==> src/rtl/mem_bus_arbiter.sv <==
// mem_bus_arbiter: shares one memory bus between two masters.
//   Master 0 is the CPU port, master 1 the DMA/boot-loader port.
//
//   Each master issues single-cycle request pulses, which are latched into a
//   per-master pending slot. One transaction is outstanding at a time, and
//   grants are round-robin. The memory completion is routed back to the master
//   that owns the bus. A watchdog aborts a WAIT that sees no completion for
//   TIMEOUT_CYCLES cycles.
//
// Ports:
//   i_clk, i_rst_n         clock and synchronous active-low reset
//   i_mX_*                 master X request: data, address, DV pulse, bhw, write_notread
//   o_mX_data, o_mX_DV     master X read data and completion pulse
//   o_mem_*                request to memory; o_mem_DV is a one-cycle strobe
//   i_mem_data, i_mem_DV   completion from memory
//   o_busy                 a transaction is in progress (state != idle)
//   o_timeout              one-cycle pulse when the watchdog aborts a transaction
module mem_bus_arbiter #(
  parameter int unsigned TIMEOUT_CYCLES = 255,
  parameter int unsigned TIMEOUT_W      = 8
) (
  input  logic        i_clk,
  input  logic        i_rst_n,
  input  logic [31:0] i_m0_data,
  input  logic [31:0] i_m0_address,
  input  logic        i_m0_DV,
  input  logic [2:0]  i_m0_bhw,
  input  logic        i_m0_write_notread,
  output logic [31:0] o_m0_data,
  output logic        o_m0_DV,
  input  logic [31:0] i_m1_data,
  input  logic [31:0] i_m1_address,
  input  logic        i_m1_DV,
  input  logic [2:0]  i_m1_bhw,
  input  logic        i_m1_write_notread,
  output logic [31:0] o_m1_data,
  output logic        o_m1_DV,
  output logic [31:0] o_mem_data,
  output logic [31:0] o_mem_address,
  output logic        o_mem_DV,
  output logic [2:0]  o_mem_bhw,
  output logic        o_mem_write_notread,
  input  logic [31:0] i_mem_data,
  input  logic        i_mem_DV,
  output logic        o_busy,
  output logic        o_timeout
);

  typedef enum logic [1:0] {StIdle, StIssue, StWait} state_e;

  localparam logic [TIMEOUT_W-1:0] WdLast = TIMEOUT_W'(TIMEOUT_CYCLES - 1);
  localparam logic [TIMEOUT_W-1:0] WdOne  = 1;

  state_e               state_q;
  logic [1:0]           pending_q;
  logic                 last_grant_q;
  logic                 gnt_q;
  logic [TIMEOUT_W-1:0] wd_q;

  logic [31:0] req_data_q [2];
  logic [31:0] req_addr_q [2];
  logic [2:0]  req_bhw_q  [2];
  logic        req_wr_q   [2];

  logic idle_gnt;

  // With both pending the master that did not go last wins; otherwise the
  // only pending master (bit 1 set means master 1).
  always_comb begin
    idle_gnt = pending_q[1];
    if (&pending_q) begin
      idle_gnt = ~last_grant_q;
    end
  end

  assign o_busy = (state_q != StIdle);

  always_ff @(posedge i_clk) begin
    if (!i_rst_n) begin
      state_q             <= StIdle;
      pending_q           <= '0;
      last_grant_q        <= 1'b1;
      gnt_q               <= 1'b0;
      wd_q                <= '0;
      req_data_q[0]       <= '0;
      req_addr_q[0]       <= '0;
      req_bhw_q[0]        <= '0;
      req_wr_q[0]         <= 1'b0;
      req_data_q[1]       <= '0;
      req_addr_q[1]       <= '0;
      req_bhw_q[1]        <= '0;
      req_wr_q[1]         <= 1'b0;
      o_m0_data           <= '0;
      o_m0_DV             <= 1'b0;
      o_m1_data           <= '0;
      o_m1_DV             <= 1'b0;
      o_mem_data          <= '0;
      o_mem_address       <= '0;
      o_mem_DV            <= 1'b0;
      o_mem_bhw           <= '0;
      o_mem_write_notread <= 1'b0;
      o_timeout           <= 1'b0;
    end else begin
      o_m0_DV   <= 1'b0;
      o_m1_DV   <= 1'b0;
      o_timeout <= 1'b0;

      // A pulse is only taken into an empty slot; repeats while pending are dropped.
      if (i_m0_DV && !pending_q[0]) begin
        pending_q[0]  <= 1'b1;
        req_data_q[0] <= i_m0_data;
        req_addr_q[0] <= i_m0_address;
        req_bhw_q[0]  <= i_m0_bhw;
        req_wr_q[0]   <= i_m0_write_notread;
      end
      if (i_m1_DV && !pending_q[1]) begin
        pending_q[1]  <= 1'b1;
        req_data_q[1] <= i_m1_data;
        req_addr_q[1] <= i_m1_address;
        req_bhw_q[1]  <= i_m1_bhw;
        req_wr_q[1]   <= i_m1_write_notread;
      end

      case (state_q)
        StIdle: begin
          if (|pending_q) begin
            gnt_q               <= idle_gnt;
            o_mem_DV            <= 1'b1;
            o_mem_data          <= req_data_q[idle_gnt];
            o_mem_address       <= req_addr_q[idle_gnt];
            o_mem_bhw           <= req_bhw_q[idle_gnt];
            o_mem_write_notread <= req_wr_q[idle_gnt];
            state_q             <= StIssue;
          end
        end
        StIssue: begin
          o_mem_DV <= 1'b0;
          wd_q     <= '0;
          state_q  <= StWait;
        end
        StWait: begin
          // Completion beats a coinciding timeout.
          if (i_mem_DV || (wd_q == WdLast)) begin
            if (gnt_q) begin
              o_m1_DV   <= 1'b1;
              o_m1_data <= i_mem_DV ? i_mem_data : 32'h0;
            end else begin
              o_m0_DV   <= 1'b1;
              o_m0_data <= i_mem_DV ? i_mem_data : 32'h0;
            end
            o_timeout           <= ~i_mem_DV;
            pending_q[gnt_q]    <= 1'b0;
            last_grant_q        <= gnt_q;
            o_mem_data          <= '0;
            o_mem_address       <= '0;
            o_mem_bhw           <= '0;
            o_mem_write_notread <= 1'b0;
            state_q             <= StIdle;
          end else begin
            wd_q <= wd_q + WdOne;
          end
        end
        default: begin
          state_q <= StIdle;
        end
      endcase
    end
  end

endmodule

==> config.mk <==
export PLATFORM = sky130hd
export DESIGN_NAME = mem_bus_arbiter
export DESIGN_NICKNAME = d
export VERILOG_FILES = /design/src/rtl/mem_bus_arbiter.sv
export SDC_FILE = /design/constraint.sdc
export NUM_CORES = 1
export LEC_CHECK = 0
export ABC_CLOCK_PERIOD_IN_PS = 5100
export CAP_MARGIN = 10
export CORE_UTILIZATION = 40
export CTS_CLUSTER_DIAMETER = 120
export DETAILED_ROUTE_END_ITERATION = 7
export PLACE_DENSITY = 0.65
export SETUP_SLACK_MARGIN = 0.3
export SLEW_MARGIN = 30
export SYNTH_ARGS = -nofsm -noshare
export SYNTH_HDL_FRONTEND = slang
export SYNTH_SLANG_ARGS = --single-unit
==> constraint.sdc <==
create_clock -name i_clk -period 5.1 [get_ports i_clk]
set_input_delay 1.02 -clock i_clk [delete_from_list [all_inputs] [get_ports i_clk]]
set_output_delay 1.02 -clock i_clk [all_outputs]
set_load 0.05 [all_outputs]
== Word-level counts from Yosys, hierarchy flattened ==
Memories as Yosys holds them, arrays and structs flattened.
Index checks and enable logic that the tools add are counted.
Cells by class
  add/sub/neg operators: 1
  magnitude comparators: 2
  eq/ne operators: 6
  muxes and demuxes: 45
  bitwise logic cells: 13
  reduce and logical (&&, ||, !) cells: 22
Operators with widths (count)
  two-way mux 32 bit: 8
  case mux 32 bit (2 select lines): 2
  two-way mux 1 bit: 20
  case mux 8 bit (2 select lines): 1
  two-way mux 3 bit: 4
  AND reduction 2 bit: 6
  AND reduction 3 bit: 4
  adder 8 x 1 -> 8 bit, second input constant: 1
  equality test 8 bit, second input constant: 1
  two-way mux 2 bit: 4
  two-way mux 8 bit: 1
  bitwise OR 1 bit: 8
  nonzero test 2 bit: 4
  != test 2 bit, second input constant: 3
  case mux 2 bit (3 select lines): 1
  case mux 3 bit (2 select lines): 1
  case mux 1 bit (2 select lines): 2
  logical AND 1 bit: 3
  inverter 1 bit: 3
  bitwise AND 2 bit: 1
  equality test 2 x 1 -> 1 bit, second input constant: 1
  equality test 2 bit, second input constant: 1
  zero test 1 bit: 2
  zero test 2 bit: 1
  6 further kinds: 6
Storage, ports and cells
  flip-flop bits (word level): 150
  RAM bits: 136
  output and inout port bits: 137
  memories kept: 4
Memories
  req_addr_q: words 2, bits a word 32, read ports 1, clocked after memory_dff 0, write ports 2, RTL line 61  | logic [31:0] req_addr_q [2];
  req_data_q: words 2, bits a word 32, read ports 1, clocked after memory_dff 0, write ports 2, RTL line 60  | logic [31:0] req_data_q [2];
  req_bhw_q: words 2, bits a word 3, read ports 1, clocked after memory_dff 0, write ports 2, RTL line 62  | logic [2:0] req_bhw_q [2];
  req_wr_q: words 2, bits a word 1, read ports 1, clocked after memory_dff 0, write ports 2, RTL line 63  | logic req_wr_q [2];

== Depth between registers and ports, before layout ==
  word-level depth: 8
  gate-level depth with buffers: 8

== Worst setup path before layout ==
Ideal clock, no wire load.
  path kind: input port to flip-flop
  from: input i_rst_n
  to: memory req_addr_q[1][0], enable pin
  setup time: 717 ps
  arrival: 2908 ps
  required time: 4383 ps
  path slack: 1475 ps
  cell stages on the path: 4
  buffers on the path: 3
  path through: buf_2 clkbuf_1 buf_1 nand2_1
RTL lines
  start, declared: RTL line 23  | input logic i_rst_n,
  end, declared: RTL line 61

== Final worst setup path ==
  from: register state_q[1]
  to: output o_busy
On the way
  cells in the longest elaborated chain, start to end: 1
RTL lines
  start, declared: RTL line 54  | state_e state_q;
  start signal, assigned: RTL line 80  | state_q <= StIdle;
  start signal, assigned: RTL line 133  | state_q <= StIssue;
  start signal, assigned: RTL line 139  | state_q <= StWait;
  nonzero test 2 bit: RTL line 76  | assign o_busy = (state_q != StIdle);
  end, declared: RTL line 45  | output logic o_busy,
No other way between the ends.

==> run metrics <==
area of the multi-input gates=between 3000 and 4000 µm²; most frequent cell after synthesis=dfxtp_1; Clock Pin Slew Worst Setup and Hold Paths=roughly 0.06 ns; Max Cap Viol=0; vias=between 7000 and 8000; Compound-Gate Fraction of Synth Area=around 11%; Max IR drop VDD=around 0.22 mV; Cell Area, Synth=~11000 µm²; sw frac=around a quarter; critical path class=reg -> out; Final Critical Period=about 3.4 ns; min-delay worst type=reg -> reg; XOR/XNOR Fraction of Synth Area=0%; clock sink count=about 290; pin count of the biggest net entering global routing=79; power share of the clock group=a little under two fifths; post-cts resize count=0; EDFF count, synth=about 140; Int Pwr=around 4.2 mW; DRT Pass-1 Iters=5; Worst-Skew Late Latency=around 0.56 ns; num rows=~60; final WL=between 20000 and 30000 µm; first-pass GRT wire length=roughly 43000 µm; die boundary height=about 170 µm; FMAX=a little under 300 MHz; ys flop type=dfxtp_1; die outline width=roughly 170 µm; average size of a mapped cell=approximately 12 µm²; Post-Synth Adder-Cell Area=0.2212%; Starting Density=between 40% and 50%; Post-synth ARST share=0%; clock skew=~0.020 ns; element type at the critical path end=primary output; clk root buf=clkbuf_16; Fin. Hold Viols=0; H-tree depth=1; syn nets=between 1000 and 1500; synthesis-to-layout area growth=39.19%; DR DRC count=0; Crit Path Max Fanout=17; max-slew violations=0; PortBufs=309; largest family of logic cells by synthesized area=simple AND/OR/NAND/NOR gates; Reg power frac=46.5%; area share of and/or/nand/nor cells after synthesis=~14%; CP required=slightly above 4 ns; static leakage=between 5 and 6 nW; Ys Warns=0; pre-CTS WS=about 1.8 ns; Logic pwr share=between 15 and 20%; sequential-to-total area share from yosys stat=about 63%; Placed Instance Area=between 10000 and 15000 µm²; Design Area, Final=about 16000 µm²; gr usage total=a little under a fifth; post-synthesis mux area share=under 10%; clk buf depth=3; CTS tree=built; hold buffers post-CTS=0; final net count=between 1000 and 1500; die area=28950 µm²; hold slack=around 0.46 ns; post-CTS setup buffer count=0; final non-filler cell total=between 1500 and 2000; Setup TNS=0 ns; dpl cells=roughly 1600; Synth top area share=between 30 and 40%; setup ws final=1.735 ns; Max-slew headroom=between 30% and 40%; #FFs+latches synth=~290; WL/cell=between 15 and 20 µm; Std-Cell Core Area=about 28000 µm²; 1st-iter DRT viols=around 420; status=finished, final reports clean; IO Pins=slightly above 300; initial antenna violation count=5; Post-synth top cells=150 x dfxtp_1, 137 x and2_1, 136 x edfxtp_1; antenna viol nets, final=0; Finish-stage setup viols=0; DP HPWL=approximately 18000 µm; vias in the first global route=about 7800; Slew @ Worst Pin=around 0.95 ns; distinct cell type count after synthesis=52; share of cells above drive strength 1=a little under a tenth; Synth area leader=edfxtp_1; Vias per Instance=slightly below 5; crit share post-route=65.98%; grt ovf=0; Setup crit start kind=flop; Final Wtd Congestion=0.8218; NetSw=around 1.5 mW; RSZ-0062 raised after global routing=no; top post-synthesis cells by area=edfxtp_1 36%, dfxtp_1 27%, and2_1 7.6%; fill count=between 2000 and 2500; Sequential cell area=7087 µm²; total CTS buffers=30; CP Data Arrival Time=~2.4 ns; cells after synthesis=920; power density cells=roughly 360 nW/µm²
[power groups by stage]
stage	combinational (mW)	sequential, mW	clock (mW)
6_report	0.885	2.65	2.16
4_1_cts	0.896	2.65	2.21
3_5_place_dp	0.892	2.69	0
2_1_floorplan	0.340	2.88	0
5_1_grt	0.945	2.66	2.31
3_3_place_gp	0.876	2.69	0
[worst paths after layout]
path,from,cells past startpoint,slack [ns],to
hold reg to reg,o_mem_DV,2,0.46,o_mem_DV
hold / removal,o_mem_DV,2,0.46,o_mem_DV
setup reg to reg,state_q[1],5,2.36,o_mem_data[0]
setup / recovery,state_q[1],3,1.73,o_busy
[worst max-delay path, stage by stage (launching register included)]
cell             delay [ns]
dfxtp_1                0.67
nor2_4                 0.14
inv_1                  0.14
clkdlybuf4s50_1        0.85
[metal layers]
metal	global-route usage [%]	wire, µm	up-vias	share of wire, %
li1	-	-	3888	-
met1	23.54	11860	3768	42
met2	30.90	12980	286	46
met3	7.186	2871	48	10
met4	6.502	746	2	2.6
met5	0	13	-	0.046
[stage by stage]
stage               utilization (%)  power (mW)
floorplan                         -       3.216
CTS                           56.61       5.753
global placement              52.81       3.566
global route                  56.65       5.914
finish                        56.67       5.693
detailed placement            53.05       3.586
[kinds of logic (layout without fill, tap and decap cells)]
family | Yosys count | after routing
buffers and inverters | 77 | 388
AOI/OAI and AO/OA | 167 | 167
DFF | 286 | 286
other | 0 | 5
muxes | 90 | 90
adders and majority gates | 2 | 2
and+or+nand+nor | 298 | 298
[cell usage in the layout, fill, tap and decap left out, drive strengths merged, types with 2 or more instances in the layout]
cell and instances:
o21ai 4, nor2b 25, ha 2, nor2 11
a31oi 3, nand2b 5, mux2i 48, inv 7
clkbuf 43, clkdlybuf4s50 308, bufinv 3, nand3 5
and2 137, nand4 3, edfxtp 136, o31a 2
clkinv 10, dfxtp 150, o311ai 2, buf 16
a22o 65, nor3 6, a21oi 30, mux2 42
a32oi 23, nand2 100, diode 5, o22ai 28
[flip-flops by register name, indices dropped and copies added, names as in the netlist, 2 cells and up]
register       count
o_m0_data         32
o_m1_data         32
o_mem_address     32
o_mem_bhw          3
o_mem_data        32
pending_q          2
req_addr_q        64
req_bhw_q          6
req_data_q        64
req_wr_q           2
state_q            2
wd_q               8
[area by class of cell]
cell class                      count  area share [%]
Timing Repair Buffer              324           20.50
Antenna cell                        5         0.07947
Sequential cell                   286           45.01
Tap cell                          378           3.004
Clock buffer                       43           5.333
Inverter                            8          0.1907
Multi-Input combinational cell    557           24.94
Clock inverter                     13          0.9378
No activity file was read; power rests on OpenSTA's default activity.
